--- src/rtl/key_entry_if.sv ---
// Keypad/StateManager bundle for key_entry_manager.
// master drives keys and lock state; slave is the entry manager.
interface key_entry_if #(
  parameter int unsigned MAX_DIGITS = 8
);
  logic                    key_valid;
  logic [3:0]              key_code;
  logic [2:0]              state;
  logic                    is_on;
  logic                    is_star_pressed;
  logic                    correct;
  logic [3:0]              digit_count;
  logic [4*MAX_DIGITS-1:0] entry;
  logic                    pw_updated;

  modport master (
    output key_valid, key_code, state,
    input  is_on, is_star_pressed, correct, digit_count, entry, pw_updated
  );

  modport slave (
    input  key_valid, key_code, state,
    output is_on, is_star_pressed, correct, digit_count, entry, pw_updated
  );
endinterface

--- src/rtl/key_entry_manager.sv ---
// Keypad front end: digit buffer, stored password and is_on/star/correct for StateManager.
// Optional macro KEY_ENTRY_MASK_EN displays occupied nibbles of entry as 4'hF.
module key_entry_manager #(
  parameter int unsigned MAX_DIGITS  = 8,
  parameter int unsigned MIN_DIGITS  = 4,
  parameter logic [31:0] DEFAULT_PW  = 32'h0000_1234,
  parameter int unsigned DEFAULT_LEN = 4,
  parameter int unsigned HOLD_CYCLES = 100000
) (
  input logic        clk,
  input logic        initialize,
  key_entry_if.slave bus
);
  localparam int unsigned ENT_W   = 4 * MAX_DIGITS;
  localparam int unsigned TMR_W   = (HOLD_CYCLES > 1) ? $clog2(HOLD_CYCLES) : 1;
  localparam logic [3:0]  MAX_CNT = 4'(MAX_DIGITS);
  localparam logic [3:0]  MIN_CNT = 4'(MIN_DIGITS);
  localparam logic [3:0]  KEY_STAR = 4'hA;
  localparam logic [3:0]  KEY_HASH = 4'hB;
  localparam logic [3:0]  KEY_CLR  = 4'hC;
  localparam logic [2:0]  ST_OFF   = 3'b000;
  localparam logic [2:0]  ST_ON    = 3'b001;
  localparam logic [2:0]  ST_W1    = 3'b010;
  localparam logic [2:0]  ST_W2    = 3'b011;
  localparam logic [2:0]  ST_RESET = 3'b101;
  localparam logic [2:0]  ST_LOCK  = 3'b111;

  typedef enum logic {ENTRY, HOLD} fsm_e;

  fsm_e             fsm_q, fsm_d;
  logic [ENT_W-1:0] buf_q, buf_d, pw_q, pw_d, disp_q, disp_d;
  logic [3:0]       cnt_q, cnt_d, pwlen_q, pwlen_d;
  logic [2:0]       hold_q, hold_d;
  logic [TMR_W-1:0] tmr_q, tmr_d;
  logic             on_q, on_d, star_q, star_d, corr_q, corr_d, pwu_q, pwu_d;
  logic             locked, digit_ok, is_digit, hold_exit;

  // Length match plus low-nibble compare, qualified by the lock mode.
  function automatic logic eval_correct(input logic [2:0] st, input logic [ENT_W-1:0] b,
                                        input logic [3:0] n, input logic [ENT_W-1:0] p,
                                        input logic [3:0] pn);
    logic m;
    m = (n == pn);
    for (int i = 0; i < int'(MAX_DIGITS); i++)
      if (i < int'(n) && b[4*i +: 4] != p[4*i +: 4]) m = 1'b0;
    case (st)
      ST_ON, ST_W1, ST_W2: return m;
      ST_RESET:            return n >= MIN_CNT;
      default:             return 1'b0;
    endcase
  endfunction

`ifdef KEY_ENTRY_MASK_EN
  function automatic logic [ENT_W-1:0] mask_of(input logic [3:0] n);
    logic [ENT_W-1:0] m;
    m = '0;
    for (int i = 0; i < int'(MAX_DIGITS); i++)
      if (i < int'(n)) m[4*i +: 4] = 4'hF;
    return m;
  endfunction
  assign disp_d = mask_of(cnt_d);
`else
  assign disp_d = buf_d;
`endif

  always_ff @(posedge clk) begin
    if (initialize) begin
      fsm_q   <= ENTRY;
      buf_q   <= '0;
      disp_q  <= '0;
      cnt_q   <= '0;
      pw_q    <= ENT_W'(DEFAULT_PW);
      pwlen_q <= 4'(DEFAULT_LEN);
      hold_q  <= '0;
      tmr_q   <= '0;
      on_q    <= 1'b0;
      star_q  <= 1'b0;
      corr_q  <= 1'b0;
      pwu_q   <= 1'b0;
    end else begin
      fsm_q   <= fsm_d;
      buf_q   <= buf_d;
      disp_q  <= disp_d;
      cnt_q   <= cnt_d;
      pw_q    <= pw_d;
      pwlen_q <= pwlen_d;
      hold_q  <= hold_d;
      tmr_q   <= tmr_d;
      on_q    <= on_d;
      star_q  <= star_d;
      corr_q  <= corr_d;
      pwu_q   <= pwu_d;
    end
  end

  always_comb begin
    fsm_d     = fsm_q;
    buf_d     = buf_q;
    cnt_d     = cnt_q;
    pw_d      = pw_q;
    pwlen_d   = pwlen_q;
    hold_d    = hold_q;
    tmr_d     = tmr_q;
    on_d      = on_q;
    star_d    = 1'b0;
    pwu_d     = 1'b0;
    corr_d    = corr_q;
    locked    = (bus.state == ST_LOCK);
    digit_ok  = bus.state inside {ST_ON, ST_W1, ST_W2, ST_RESET};
    is_digit  = (bus.key_code <= 4'd9);
    hold_exit = (bus.state != hold_q) || (tmr_q == '0);
    case (fsm_q)
      ENTRY: begin
        if (bus.key_valid && !locked) begin
          if (is_digit) begin
            if (digit_ok && cnt_q < MAX_CNT) begin
              buf_d = (buf_q << 4) | ENT_W'(bus.key_code);
              cnt_d = cnt_q + 4'd1;
            end
          end else if (bus.key_code == KEY_CLR) begin
            buf_d = '0;
            cnt_d = '0;
          end else if (bus.key_code == KEY_HASH) begin
            on_d = !on_q;
          end else if (bus.key_code == KEY_STAR) begin
            star_d = 1'b1;
            hold_d = bus.state;
            tmr_d  = TMR_W'(HOLD_CYCLES - 1);
            fsm_d  = HOLD;
          end
        end
        corr_d = eval_correct(bus.state, buf_d, cnt_d, pw_q, pwlen_q);
      end
      HOLD: begin
        tmr_d = tmr_q - TMR_W'(1);
        // Keys landing on the exit cycle are dropped, including '#'.
        if (hold_exit) begin
          fsm_d = ENTRY;
          buf_d = '0;
          cnt_d = '0;
          if (hold_q == ST_RESET && bus.state == ST_OFF && cnt_q >= MIN_CNT) begin
            pw_d    = buf_q;
            pwlen_d = cnt_q;
            pwu_d   = 1'b1;
          end
          corr_d = eval_correct(bus.state, '0, '0, pw_q, pwlen_q);
        end else if (bus.key_valid && bus.key_code == KEY_HASH && !locked) begin
          on_d = !on_q;
        end
      end
      default: fsm_d = ENTRY;
    endcase
  end

  assign bus.is_on           = on_q;
  assign bus.is_star_pressed = star_q;
  assign bus.correct         = corr_q;
  assign bus.digit_count     = cnt_q;
  assign bus.entry           = disp_q;
  assign bus.pw_updated      = pwu_q;
endmodule

--- src/flat_wrapper.sv ---
// flat-port wrapper written by rule: the top's interface ports become plain ports
module key_entry_manager_flat 
#(
  parameter int unsigned MAX_DIGITS  = 8,
  parameter int unsigned MIN_DIGITS  = 4,
  parameter logic [31:0] DEFAULT_PW  = 32'h0000_1234,
  parameter int unsigned DEFAULT_LEN = 4,
  parameter int unsigned HOLD_CYCLES = 100000
)
  (clk, initialize, bus_key_valid, bus_key_code, bus_state, bus_is_on, bus_is_star_pressed, bus_correct, bus_digit_count, bus_entry, bus_pw_updated);
  key_entry_if #(.MAX_DIGITS(MAX_DIGITS)) bus_i ();
  input logic clk;
  input logic initialize;
  input wire logic [$bits(bus_i.key_valid)-1:0] bus_key_valid;
  input wire logic [$bits(bus_i.key_code)-1:0] bus_key_code;
  input wire logic [$bits(bus_i.state)-1:0] bus_state;
  output wire logic [$bits(bus_i.is_on)-1:0] bus_is_on;
  output wire logic [$bits(bus_i.is_star_pressed)-1:0] bus_is_star_pressed;
  output wire logic [$bits(bus_i.correct)-1:0] bus_correct;
  output wire logic [$bits(bus_i.digit_count)-1:0] bus_digit_count;
  output wire logic [$bits(bus_i.entry)-1:0] bus_entry;
  output wire logic [$bits(bus_i.pw_updated)-1:0] bus_pw_updated;
  assign bus_i.key_valid = bus_key_valid;
  assign bus_i.key_code = bus_key_code;
  assign bus_i.state = bus_state;
  assign bus_is_on = bus_i.is_on;
  assign bus_is_star_pressed = bus_i.is_star_pressed;
  assign bus_correct = bus_i.correct;
  assign bus_digit_count = bus_i.digit_count;
  assign bus_entry = bus_i.entry;
  assign bus_pw_updated = bus_i.pw_updated;
  key_entry_manager #(.MAX_DIGITS(MAX_DIGITS), .MIN_DIGITS(MIN_DIGITS), .DEFAULT_PW(DEFAULT_PW), .DEFAULT_LEN(DEFAULT_LEN), .HOLD_CYCLES(HOLD_CYCLES)) u_core (.clk(clk), .initialize(initialize), .bus(bus_i));
endmodule
--- config.mk ---
export PLATFORM = sky130hd
export DESIGN_NAME = key_entry_manager_flat
export DESIGN_NICKNAME = d
export VERILOG_FILES = /design/src/rtl/key_entry_if.sv /design/src/rtl/key_entry_manager.sv /design/src/flat_wrapper.sv
export SDC_FILE = /design/constraint.sdc
export NUM_CORES = 1
export LEC_CHECK = 0
export BUFFER_PORTS_ARGS = -buffer_cell sky130_fd_sc_hd__buf_2
export CORE_ASPECT_RATIO = 1.5
export CORE_MARGIN = 2
export CORE_UTILIZATION = 58
export CTS_CLUSTER_SIZE = 20
export DETAILED_ROUTE_END_ITERATION = 10
export PLACE_DENSITY = 0.83
export SLEW_MARGIN = 20
export SYNTH_ARGS = -nofsm -noshare
export SYNTH_HDL_FRONTEND = slang
export SYNTH_SLANG_ARGS = --single-unit
--- constraint.sdc ---
create_clock -name clk -period 3.33 [get_ports clk]
set_input_delay 0.666 -clock clk [delete_from_list [all_inputs] [get_ports clk]]
set_output_delay 0.666 -clock clk [all_outputs]
set_load 0.05 [all_outputs]
Word level (Yosys, flattened, before mapping)
Index checks and enable logic that the tools add are counted.
- equal/unequal tests: 28
- add/subtract/negate cells: 2
- multiplexer cells: 47
- bitwise gates (word level): 6
- reduce and logical (&&, ||, !) cells: 28
- magnitude comparators: 12
- operators by type and width (cell ; number):
    $mux 32 ; 6
    $mux 17 ; 5
    $pmux 32 s2 ; 1
    $pmux 17 s2 ; 1
    $ne 4x4->1 ; 8
    $or 32x4->32 ; 1
    $mux 4 ; 6
    $mux 1 ; 23
    $logic_not 17->1 ; 1
    $sub 17x1->17 const B ; 1
    $lt 3x4->1 const A ; 4
    $logic_and 1x1->1 ; 14
    $eq 4x4->1 const B ; 3
    $ne 2x2->1 const B ; 6
    $reduce_and 6->1 ; 2
    $eq 3x3->1 const B ; 3
    $ge 4x3->1 const B ; 2
    $lt 1x4->1 const A ; 2
    $lt 2x4->1 const A ; 2
    $pmux 1 s2 ; 4
    $pmux 4 s2 ; 1
    $eq 3x2->1 const B ; 2
    $ne 2x1->1 const B ; 3
    $reduce_or 3->1 ; 2
    15 further kinds ; 20
- logic and storage cells: 134
- register bits after elaboration: 97
- output and inout port bits: 40

Logic depth before layout (Yosys ltp)
- word-level depth: 19
- gate-level depth with buffers: 12
- mapped depth without buffers: 10

Least setup slack after synthesis
OpenSTA, ideal clock, no wires.
- path kind: input -> register
- from: input port bus_state[2]
- to: register u_core.corr_q, in the netlist u_core.bus.correct
- required time: 3.271 ns
- path slack: 0.534 ns
- data arrival time: 2.737 ns
- setup time: 0.059 ns
- stages: 10
- path through: buf_6 > and2_1 > buf_2 > nor4_4 > clkbuf_1 > a32oi_1 > xnor2_1 > o41ai_1 > o2111a_1 > a41o_1
- cells in the longest elaborated chain, start to end: 19
- elaborated cells between the ends (all ways): 59
- classes of those cells: order compare (9); eq/ne (16); mux (20); reduce/logical (14)
- RTL lines (element ; line ; text):
    start: declaration ; flat_wrapper.sv:16 ; input wire logic [$bits(bus_i.state)-1:0] bus_state;
    $eq 3x1->1, or another cell as far along ; key_entry_manager.sv:46, key_entry_manager.sv:109 ;
    $reduce_bool 4->1 ; key_entry_manager.sv:109 ; digit_ok = bus.state inside {ST_ON, ST_W1, ST_W2, ST_RESET};
    $logic_and 1x1->1 ; key_entry_manager.sv:116 ; if (digit_ok && cnt_q < MAX_CNT) begin
    $mux 4 or $mux 32 (tied branches) ; key_entry_manager.sv:116 ;
    $mux 4 or $mux 32 (tied branches) ; key_entry_manager.sv:115 ; if (is_digit) begin
    $mux 4 or $mux 32 (tied branches) ; key_entry_manager.sv:114 ; if (bus.key_valid && !locked) begin
    $mux 4 or $mux 32 (tied branches) ; key_entry_manager.sv:112 ; case (fsm_q)
    $lt 1x4->1 or $ne 4x4->1 (tied branches) ; key_entry_manager.sv:45 ; if (i < int'(n) && b[4*i +: 4] != p[4*i +: 4]) m = 1'b0;
    $logic_and 1x1->1 ; key_entry_manager.sv:45 ;
    $mux 1 (8 in a row) ; key_entry_manager.sv:45 ;
    $pmux 1 s2 ; key_entry_manager.sv:46 ; case (st)
    $pmux 1 s2 ; key_entry_manager.sv:112 ;
    end signal: assignment ; key_entry_manager.sv:91 ; corr_q <= corr_d;
    end: declaration ; key_entry_manager.sv:35 ; logic on_q, on_d, star_q, star_d, corr_q, corr_d, pwu_q, pwu_d;
Several ways; a longest one is shown, not always the timed one. The select of a mux whose other input is x is not followed.
A chain may end at the register's enable or synchronous reset.

Worst setup path in the final report
- from: input port bus_key_code[1]
- to: register u_core.corr_q, in the netlist u_core.bus.correct
- cells in the longest elaborated chain, start to end: 17
- elaborated cells between the ends (all ways): 48
- classes of those cells: order compare (10); eq/ne (10); mux (19); bitwise (1); reduce/logical (8)
- RTL lines (element ; line ; text):
    start: declaration ; flat_wrapper.sv:15 ; input wire logic [$bits(bus_i.key_code)-1:0] bus_key_code;
    branches (longest 15 deep; another with $le 4x4->1) ; - ;
    $pmux 1 s2 (*) ; key_entry_manager.sv:46 ;
    $pmux 1 s2 (*) ; key_entry_manager.sv:112 ;
Mark *: on every way between the ends. The select of a mux whose other input is x is not followed.

==> metrics.md <==
| Metric | Value |
|---|---|
| Yosys cell types | `between 50 and 60` |
| Final wirelength | `11.5 mm` |
| Via count | `roughly 4200` |
| H-tree levels | `3` |
| Synth Flop Type | `dfxtp_1` |
| DRT antenna net count | `0` |
| Net Switching | `0.566 mW` |
| Final setup viols | `0` |
| Hpwl dp | `between 7 and 8 mm` |
| Post-CTS Resized | `0` |
| Die height | `114 um` |
| Wire per inst | `~17 um` |
| Number of synthesized register bits | `97` |
| Cells after Synth | `between 500 and 600` |
| Pre-CTS setup slack | `around 280 ps` |
| Yosys warns | `0` |
| Most instantiated cells after synthesis | `97 x dfxtp_1, 85 x nand2_1, 43 x a21oi_1` |
| Synth async-reset ratio | `0` |
| Most numerous cell in the Yosys netlist | `dfxtp_1` |
| Cell Pwr Density | `443 nW/um^2` |
| Tot GR Track Use | `0.272` |
| Status | `finished, final reports clean` |
| Max Cap Viol | `0` |
| Critical Path AT | `3000 ps` |
| Combinational fraction of design power | `0.087` |
| Final Wtd Congestion | `0.902` |
| Cell Area, Placed | `around 5000 sq um` |
| Initial antenna violation count | `0` |
| Skew final | `approximately 7.3 ps` |
| Largest net degree at the start of global routing | `42` |
| Initial Util | `0.601` |
| Total core area | `between 7000 and 8000 sq um` |
| Pre-antenna DRT Iters | `5` |
| Setup tns final | `0 ps` |
| First-pass GRT wire length | `about 19 mm` |
| Setup ws final | `around 610 ps` |
| Slowest stage delay, CP | `approximately 500 ps` |
| Worst-skew pair later-pin latency | `between 300 and 400 ps` |
| Nets | `approximately 580` |
| Crit start category | `primary input` |
| Syn nets | `roughly 540` |
| Clock share of power | `0.404` |
| Hold crit path type | `flip-flop to flip-flop` |
| CTS tree | `done` |
| Sequential element share of the synthesized area | `0.419` |
| Internal Pwr Total | `around 1.8 mW` |
| Sequential power share | `0.510` |
| Fill count | `~650` |
| First DRT Iteration DRCs | `around 350` |
| # IOs | `50` |
| Setup crit end kind | `flip-flop` |
| Fin crit period | `2720 ps` |
| Area grow syn2layout | `13.5%` |
| Clock Path Buffers | `2` |
| Crit-path max FO | `27` |
| Design area | `5270 sq um` |
| TritonCTS Buffers | `9` |
| DRC | `0` |
| Synth top area share | `0.419` |
| Worst-margin pin slew | `approximately 750 ps` |
| RSZ-0062 raised after global routing | `false` |
| Top cells by area, synth | `dfxtp_1 42%, nand2_1 6.9%, a22o_1 6.6%` |
| Tcrit/Tclk final | `0.816` |
| Max Slew Vio Count | `0` |
| Congestion Overflow GR | `0` |
| CTS Hold Bufs | `0` |
| Worst-path clk slew | `approximately 60 ps` |
| Share of cells above drive strength 1 | `0.162` |
| Number of inserted diodes | `0` |
| I/O Buffers | `49` |
| WS Path Type | `primary input to flip-flop` |
| Sink Count | `between 90 and 100` |
| Max transition margin | `0.497` |
| Crit-path slowest cell | `nor4_1` |
| Maximum vdd drop | `approximately 360 uV` |
| Die width | `77.0 um` |
| Leak | `just over 2 nW` |
| Synth Area per Inst | `a little under 9 sq um` |
| CP Data Required Time | `about 3600 ps` |
| Clock root buffer | `clkbuf_16` |
| Cell Chain, Critical Path | `buf_2, o21a_1, nor4_4, o21ai_2, buf_12, a22o_1, xor2_1, nor4_1, o2111a_1, a41o_1` |
| Post-synth EDFFs | `0` |
| Die area | `approximately 8700 sq um` |
| Cell accounting for the most synthesized area | `dfxtp_1` |
| Hold Fails Final Rpt | `0` |
| Setup bufs post-CTS | `0` |
| Fmax | `368 MHz` |
| Vias in the first global route | `3978` |
| Switching Fraction | `0.243` |
| Vias per inst | `6.14` |
| Cell Area, Synth | `4640 sq um` |
| Row count | `39` |
-- power by group through the flow --
stage | Combinational (mW) | Sequential, mW | Clock [mW]
6_report | 0.202 | 1.19 | 0.942
5_1_grt | 0.220 | 1.19 | 1.01
4_1_cts | 0.199 | 1.19 | 0.952
3_5_place_dp | 0.198 | 1.21 | 0
3_3_place_gp | 0.194 | 1.21 | 0
2_1_floorplan | 0.130 | 1.23 | 0
-- path summary, 6_finish.rpt --
check | start | endpoint | slack (ps) | depth (start not counted)
worst min register to register | u_core.pw_q[11] | u_core.pw_q[11] | 470 | 2
worst max register to register | u_core.tmr_q[10] | u_core.pw_q[24] | 640 | 10
worst min-delay path | u_core.pw_q[11] | u_core.pw_q[11] | 470 | 2
worst max-delay path | bus_key_code[1] | u_core.bus.correct | 610 | 10
-- layout by cell type, fill, tap and decap left out, types with 3 or more instances in the layout --
master	synthesis	layout
a2111oi_0	3	3
a21oi_1	43	43
a22o_1	35	35
a22oi_1	21	21
a31oi_1	12	12
and2_1	4	4
and3_1	3	3
buf_2	8	49
buf_4	0	15
clkbuf_1	24	3
clkbuf_16	0	9
dfxtp_1	97	97
inv_1	6	6
mux2i_1	4	4
nand2_1	85	85
nand2b_1	6	6
nand3_1	8	8
nand3b_1	11	11
nand4_1	4	4
nor2_1	30	30
nor3_1	13	13
nor4_1	10	10
or2_2	3	3
or3_1	4	4
xnor2_1	27	27
xor2_1	22	22
-- kinds of logic after synthesis --
family | Yosys count | share of synthesized area
buf+inv | 42 | 0.0426
mux | 4 | 0.00863
fa+ha+maj | 2 | 0.00540
simple gates | 196 | 0.213
compound gates | 140 | 0.219
flops | 97 | 0.419
xor+xnor | 49 | 0.0926
-- stage by stage --
| step | instances | hold WS (ps) | power [mW] | utilization |
|---|---|---|---|---|
| after global routing | 677 | 483 | 2.42 | 0.683 |
| after detailed placement | 662 | 461 | 1.41 | 0.648 |
| after CTS | 677 | 470 | 2.34 | 0.682 |
| after global placement | 662 | 454 | 1.41 | 0.648 |
| after floorplan | 530 | 448 | 1.36 | - |
| final | 677 | 468 | 2.33 | 0.683 |
-- layout make-up --
cell class / instances / area, sq um / area share
clock buffers: 13 / 250 / 0.0475
well taps: 102 / 128 / 0.0242
repair buffers: 66 / 398 / 0.0756
inverters: 6 / 22.5 / 0.00428
clock inverters: 2 / 13.8 / 0.00261
multi-input cells: 391 / 2510 / 0.477
flip-flops and latches: 97 / 1940 / 0.369
-- metal layers --
layer / vias to the layer above / global-route usage / share of wire
li1: 1996 / - / -
met1: 1972 / 0.339 / 0.41
met3: 30 / 0.0538 / 0.063
met5: - / 0 / 0
met4: 0 / 0.112 / 0.029
met2: 159 / 0.463 / 0.50
-- worst max-delay path: cells and delay by family --
family	cells	cell delay, ps
xor gates and xnor gates	1	150
AOI/OAI and AO/OA	5	1050
buffers and inverters	2	310
and+or+nand+nor	2	830
-- registers in the layout (all words and copies together), names as in the netlist --
register,cells
u_core.bus.correct,1
u_core.pw_q,32
u_core.pwlen_q,4
u_core.bus.pw_updated,1
u_core.bus.is_on,1
u_core.buf_q,32
u_core.fsm_q,1
u_core.bus.is_star_pressed,1
u_core.bus.digit_count,4
u_core.tmr_q,17
u_core.hold_q,3
(Power assumes the default switching activity.)
